### src/rtl/stopwatch_ctrl.sv
// Push-button front end for the stopwatch: synchronise, debounce, prioritise the
// three buttons and sequence start/clear pulses plus a timed lap-hold display.
//
// state  | meaning
// IDLE   | stopped at zero; start runs, clear re-issues a clear
// RUN    | counting; start pauses, lap captures the current time
// LAP    | counting with the captured lap shown until the hold timer expires
// PAUSE  | stopped with time kept; start resumes, clear zeroes everything
module stopwatch_ctrl #(
  parameter int FREQ_HZ     = 100000000,
  parameter int DEBOUNCE_MS = 20,
  parameter int LAP_HOLD_MS = 2000
) (
  input  logic        clk,
  input  logic        reset,
  input  logic        btn_start,
  input  logic        btn_clear,
  input  logic        btn_lap,
  input  logic [31:0] time_display,
  output logic        start_pulse,
  output logic        clear_pulse,
  output logic        running,
  output logic        lap_active,
  output logic [3:0]  lap_count,
  output logic [31:0] display_value
);

  localparam int DEBOUNCE_CYCLES = FREQ_HZ / 1000 * DEBOUNCE_MS;
  localparam int LAP_HOLD_CYCLES = FREQ_HZ / 1000 * LAP_HOLD_MS;
  localparam int DB_W   = $clog2(DEBOUNCE_CYCLES + 1);
  localparam int HOLD_W = $clog2(LAP_HOLD_CYCLES + 1);
  localparam logic [DB_W-1:0]   DB_LAST   = DB_W'(DEBOUNCE_CYCLES - 1);
  localparam logic [HOLD_W-1:0] HOLD_LOAD = HOLD_W'(LAP_HOLD_CYCLES - 1);

  localparam logic [1:0] S_IDLE  = 2'd0;
  localparam logic [1:0] S_RUN   = 2'd1;
  localparam logic [1:0] S_LAP   = 2'd2;
  localparam logic [1:0] S_PAUSE = 2'd3;

  // Bit order everywhere: {lap, clear, start}
  logic [2:0]        btn_raw;
  logic [2:0]        sync1;
  logic [2:0]        sync2;
  logic [2:0]        stable;
  logic [2:0]        evt;
  logic [DB_W-1:0]   db_cnt [3];
  logic [1:0]        state;
  logic [HOLD_W-1:0] hold_cnt;
  logic [31:0]       lap_reg;
  logic              ev_start;
  logic              ev_clear;
  logic              ev_lap;

  assign btn_raw = {btn_lap, btn_clear, btn_start};

  // Event fires in the same edge the stable state rises, keeping latency at D+3.
  always_ff @(posedge clk) begin
    if (reset) begin
      sync1  <= '0;
      sync2  <= '0;
      stable <= '0;
      evt    <= '0;
      for (int i = 0; i < 3; i++) db_cnt[i] <= '0;
    end else begin
      sync1 <= btn_raw;
      sync2 <= sync1;
      evt   <= '0;
      for (int i = 0; i < 3; i++) begin
        if (sync2[i] == stable[i]) begin
          db_cnt[i] <= '0;
        end else if (db_cnt[i] == DB_LAST) begin
          db_cnt[i] <= '0;
          stable[i] <= sync2[i];
          evt[i]    <= sync2[i];
        end else begin
          db_cnt[i] <= db_cnt[i] + 1'b1;
        end
      end
    end
  end

  // Priority start > clear > lap; a lower event is dropped even if the state ignores the winner.
  assign ev_start = evt[0];
  assign ev_clear = evt[1] & ~evt[0];
  assign ev_lap   = evt[2] & ~evt[1] & ~evt[0];

  always_ff @(posedge clk) begin
    if (reset) begin
      state       <= S_IDLE;
      start_pulse <= 1'b0;
      clear_pulse <= 1'b0;
      lap_count   <= 4'd0;
      lap_reg     <= 32'd0;
      hold_cnt    <= '0;
    end else begin
      start_pulse <= 1'b0;
      clear_pulse <= 1'b0;
      case (state)
        S_IDLE: begin
          if (ev_start) begin
            start_pulse <= 1'b1;
            state       <= S_RUN;
          end else if (ev_clear) begin
            clear_pulse <= 1'b1;
          end
        end
        S_RUN: begin
          if (ev_start) begin
            start_pulse <= 1'b1;
            state       <= S_PAUSE;
          end else if (ev_lap) begin
            lap_reg   <= time_display;
            lap_count <= (lap_count == 4'd15) ? lap_count : lap_count + 4'd1;
            hold_cnt  <= HOLD_LOAD;
            state     <= S_LAP;
          end
        end
        S_LAP: begin
          if (ev_start) begin
            start_pulse <= 1'b1;
            state       <= S_PAUSE;
          end else if (ev_lap) begin
            lap_reg   <= time_display;
            lap_count <= (lap_count == 4'd15) ? lap_count : lap_count + 4'd1;
            hold_cnt  <= HOLD_LOAD;
          end else if (hold_cnt == '0) begin
            state <= S_RUN;
          end else begin
            hold_cnt <= hold_cnt - 1'b1;
          end
        end
        S_PAUSE: begin
          if (ev_start) begin
            start_pulse <= 1'b1;
            state       <= S_RUN;
          end else if (ev_clear) begin
            clear_pulse <= 1'b1;
            lap_count   <= 4'd0;
            lap_reg     <= 32'd0;
            state       <= S_IDLE;
          end
        end
        default: state <= S_IDLE;
      endcase
    end
  end

  assign running       = (state == S_RUN) || (state == S_LAP);
  assign lap_active    = (state == S_LAP);
  assign display_value = lap_active ? lap_reg : time_display;

endmodule
### config.mk
export PLATFORM = sky130hd
export DESIGN_NAME = stopwatch_ctrl
export DESIGN_NICKNAME = d
export VERILOG_FILES = /design/src/rtl/stopwatch_ctrl.sv
export SDC_FILE = /design/constraint.sdc
export NUM_CORES = 1
export LEC_CHECK = 0
export ABC_AREA = 1
export BUFFER_PORTS_ARGS = -buffer_cell sky130_fd_sc_hd__buf_4
export CAP_MARGIN = 20
export CORE_MARGIN = 2
export CORE_UTILIZATION = 45
export DETAILED_ROUTE_END_ITERATION = 7
export GPL_ROUTABILITY_DRIVEN = 0
export PLACE_DENSITY = 0.75
export REMOVE_ABC_BUFFERS = 1
export SKIP_LAST_GASP = 1
export SYNTH_ARGS = -nofsm -noshare
export SYNTH_HDL_FRONTEND = slang
export SYNTH_SLANG_ARGS = --single-unit
export TNS_END_PERCENT = 30
### constraint.sdc
create_clock -name clk -period 1.6 [get_ports clk]
set_input_delay 0.08 -clock clk [delete_from_list [all_inputs] [get_ports clk]]
set_output_delay 0.08 -clock clk [all_outputs]
set_load 0.05 [all_outputs]
==> results.txt <==
The post-layout worst setup margin is -0.501 ns. The die width came out at 139 µm. The repair_antennas step left the layout with diodes totalling 0. The final number of max-transition violations is 0. Measured on the finished design, the core utilization comes to 0.708. Counting instances in the post-synthesis netlist gives the leading cell types as 223 x sky130_fd_sc_hd__nand2_1, 140 x sky130_fd_sc_hd__inv_1, 121 x sky130_fd_sc_hd__nor2_1. The routed metal-1 wirelength is 10500 µm. Buffers inserted during clock tree synthesis total 17. The worst-skew pair later-pin latency is 0.44 ns.

For this configuration, the core starts out at a cell density of 0.457. The power density over the cells came out at 1450 nW/µm². The share of post-route cells with drive strength above 1 is 0.332.

The wire length of the first global-routing pass is 37300 µm. The startpoint identified for the worst register-to-register timing path is hold_cnt[1]. The run finished, with violations left. In this run, synthesis produced a sequential element count of 143. The maximum net fanout on the critical path came out at 24.

The H-tree depth reported by CTS is 4. By area the synthesized netlist is led by sky130_fd_sc_hd__edfxtp_1 23%, sky130_fd_sc_hd__dfxtp_1 19%, sky130_fd_sc_hd__nand2_1 10%. Data on the critical path is required at its endpoint by 1.90 ns. The min-delay analysis places its worst path in the category primary input to register. The placement-stage worst setup slack came out at -0.349 ns. Wire segments on met2 add up to 13500 µm in the final route.

The floorplan step defined a die boundary enclosing 19400 µm². For this run, the leading register cell type out of synthesis is sky130_fd_sc_hd__dfxtp_1. The worst setup path is captured at a register. The share of async-settable or async-resettable flops after synthesis is 0. The routed length per placed instance came out at 16.6 µm. The highest layer touched by signal routing is met4. For this design the top-level I/O count stands at 77. Summed over all nets, wire length on met3 after detailed routing comes to 2130 µm. The count of buffers inserted at the top-level ports came out at 76. After clock tree synthesis, the clock-pin slew on the worst setup and hold paths is 0.07 ns.

The slack of the worst reg-to-reg path came out at -0.50 ns. The sequential-to-total area share from yosys stat is 0.425. The tree is rooted in a sky130_fd_sc_hd__clkbuf_16. The number of global-route vias before repair came out at 8362.

The area share of the leading cell type in the synthesized netlist came out at 0.230. The final standard cell count with taps included and fillers excluded came out at 1688. The vertical extent of the die is 139 µm.

The number of setup violations in the final report came out at 160. The mean instance size in the synthesized netlist came out at 7.48 µm². Yosys instantiated no cell more often than sky130_fd_sc_hd__nand2_1.

The total DRC errors in the routed layout came out at 0. The synthesized design spends more area on one cell type than any other, namely sky130_fd_sc_hd__edfxtp_1. The count of routing violations after the opening detailed-route iteration came out at 1056. The initial antenna violation count came out at 0. The placement row count is 49.

For this run, the total global-route usage over all layers was measured as 0.230. Relative to the synthesized area, the layout overhead comes to 54.9%. For this run, the detailed router's first-pass iteration total came to 7.

The count of warnings emitted by yosys is 0. On the final layout, the worst clock skew is 0.0125 ns. The checks that failed: setup timing. For this run, the post-layout net count is 1493. Setup repair after global routing could not meet its margin everywhere. The maximum root-to-sink buffer count came out at 2. The count of clock tree sinks came out at 143. STA classifies the critical path startpoint as a register. The sum of overflow across all layers after global routing is 0. The arrival time at the worst endpoint is 2.40 ns.

The count of unique library cells instantiated by Yosys came out at 46. The synthesized netlist occupies a cell area of 8220 µm². In this run the most critical hold path is launched from time_display[28]. The half-perimeter wire length of the detailed placement result came out at 14700 µm. The final hold violation count was 0. The analysis attributes to cell leakage a power of 0.00554 µW. The worst supply voltage drop on vdd came out at 1.03 mV. Dividing the detail-routed via count by the number of cells gives 5.50.

The number of maximum-capacitance constraint violations is 0. The critical path startpoint is hold_cnt[1]. The time the worst path needs with I/O delays and setup is 2.10 ns. The maximum number of pins on one net before global-route repair came out at 65. The count of filler cells inserted in the layout is 1181. The cell count after synthesis came out at 1099. The number of nets still failing antenna checks after routing came out at 0.

In this run, placement finished with an instance count of 1586. The start-to-end type of the worst setup path is register to register. In the finished design, the share of the clock period the worst path needs comes to 1.31. The highest clock rate came out at 476 MHz. The total number of vias came out at 9291. The count of flip-flops with a built-in enable after synthesis is 63.

The post-detailed-routing wire length came out at 28000 µm. After floorplanning, the core was sized to cover 18000 µm². The register with the most flip-flops in the layout has 63 of them. TritonCTS built the clock tree.
layout by cell type (no fill, tap or decap), types with 6 or more instances in the layout:
cell type / n
sky130_fd_sc_hd__nand3_1: 58
sky130_fd_sc_hd__a211oi_2: 8
sky130_fd_sc_hd__nor2_4: 9
sky130_fd_sc_hd__clkbuf_16: 26
sky130_fd_sc_hd__buf_4: 205
sky130_fd_sc_hd__nand2_2: 28
sky130_fd_sc_hd__dfxtp_1: 79
sky130_fd_sc_hd__nand3_4: 6
sky130_fd_sc_hd__inv_1: 136
sky130_fd_sc_hd__conb_1: 63
sky130_fd_sc_hd__a21oi_2: 16
sky130_fd_sc_hd__o21ai_2: 18
sky130_fd_sc_hd__dlygate4sd3_1: 32
sky130_fd_sc_hd__buf_12: 9
sky130_fd_sc_hd__nand4_1: 27
sky130_fd_sc_hd__o21ai_4: 18
sky130_fd_sc_hd__nor3_1: 25
sky130_fd_sc_hd__inv_2: 11
sky130_fd_sc_hd__xor2_1: 9
sky130_fd_sc_hd__o21ai_0: 24
sky130_fd_sc_hd__nor2_2: 15
sky130_fd_sc_hd__a21oi_1: 73
sky130_fd_sc_hd__buf_6: 41
sky130_fd_sc_hd__nor2_1: 116
sky130_fd_sc_hd__nor3b_2: 8
sky130_fd_sc_hd__nor4_1: 6
sky130_fd_sc_hd__nand2_4: 6
sky130_fd_sc_hd__or2_2: 6
sky130_fd_sc_hd__edfxtp_1: 63
sky130_fd_sc_hd__nand3b_1: 8
sky130_fd_sc_hd__nand2_1: 208
sky130_fd_sc_hd__a211oi_1: 24
critical path, stage by stage, from the launching register on:
cell and delay, ns:
sky130_fd_sc_hd__dfxtp_1 0.33, sky130_fd_sc_hd__inv_1 0.11, sky130_fd_sc_hd__ha_1 0.22, sky130_fd_sc_hd__inv_1 0.08, sky130_fd_sc_hd__nor2_1 0.10, sky130_fd_sc_hd__nand3_1 0.09
sky130_fd_sc_hd__nor2_2 0.14, sky130_fd_sc_hd__nand3_2 0.13, sky130_fd_sc_hd__nand2_4 0.13, sky130_fd_sc_hd__buf_12 0.18, sky130_fd_sc_hd__nand2_1 0.09, sky130_fd_sc_hd__a21oi_1 0.37
kinds of logic (layout without fill, tap and decap cells):
logic type	count (synthesis)	in the layout	share of synthesized area
AND/OR/NAND/NOR	548	548	0.313
other	1	63	0.000456
XOR/XNOR	14	14	0.0149
AO/OA/AOI/OAI	196	196	0.139
flip-flops	143	143	0.425
buffers and inverters	187	485	0.0915
adder cells (fa/ha/maj)	10	10	0.0152
cell type report:
type | instances | area (µm²) | area share
clock buffers | 18 | 430 | 0.0338
clock inverters | 14 | 145 | 0.0114
inverters | 150 | 604 | 0.0475
multi-input cells | 831 | 4880 | 0.384
flip-flops and latches | 143 | 3490 | 0.275
well taps | 229 | 287 | 0.0225
repair buffers | 301 | 2840 | 0.223
repair inverters | 2 | 41.3 | 0.00325
routing by layer:
layer / vias to the layer above / track usage
li1: 4309 / -
met1: 4251 / 0.275
met2: 523 / 0.400
met3: 208 / 0.0421
met4: 0 / 0.109
met5: - / 0
report_power, final:
| group | internal (µW) | total, µW | switching, µW |
|---|---|---|---|
| clock | 2210 | 3960 | 1760 |
| sequential | 4300 | 4590 | 288 |
| combinational | 3860 | 9920 | 6050 |
worst paths after layout:
path / end / cells after the start
max: hold_cnt[3] / 11
min: lap_reg[28] / 3
max reg2reg: hold_cnt[3] / 11
min reg2reg: sync2[0] / 2
stage by stage:
step	area (µm²)	total power, µW	TNS, ns	hold slack, ns
after global placement	10400	12000	-7.88	0.295
after detailed placement	10400	12300	-15.05	0.297
final	12700	18500	-29.13	0.00761
after global routing	12700	19300	-40.50	0.0357
after floorplan	8260	9540	-117.82	0.142
after CTS	11600	16900	-18.18	0.000850
repair_timing:
item,CTS,global route
pin swaps,5,13
buffers inserted,5,16
setup endpoints to repair,157,166
endpoints found under the hold margin,32,0
hold buffers,32,0
resized for setup,66,179
gates cloned,4,15
(Power assumes the default switching activity.)
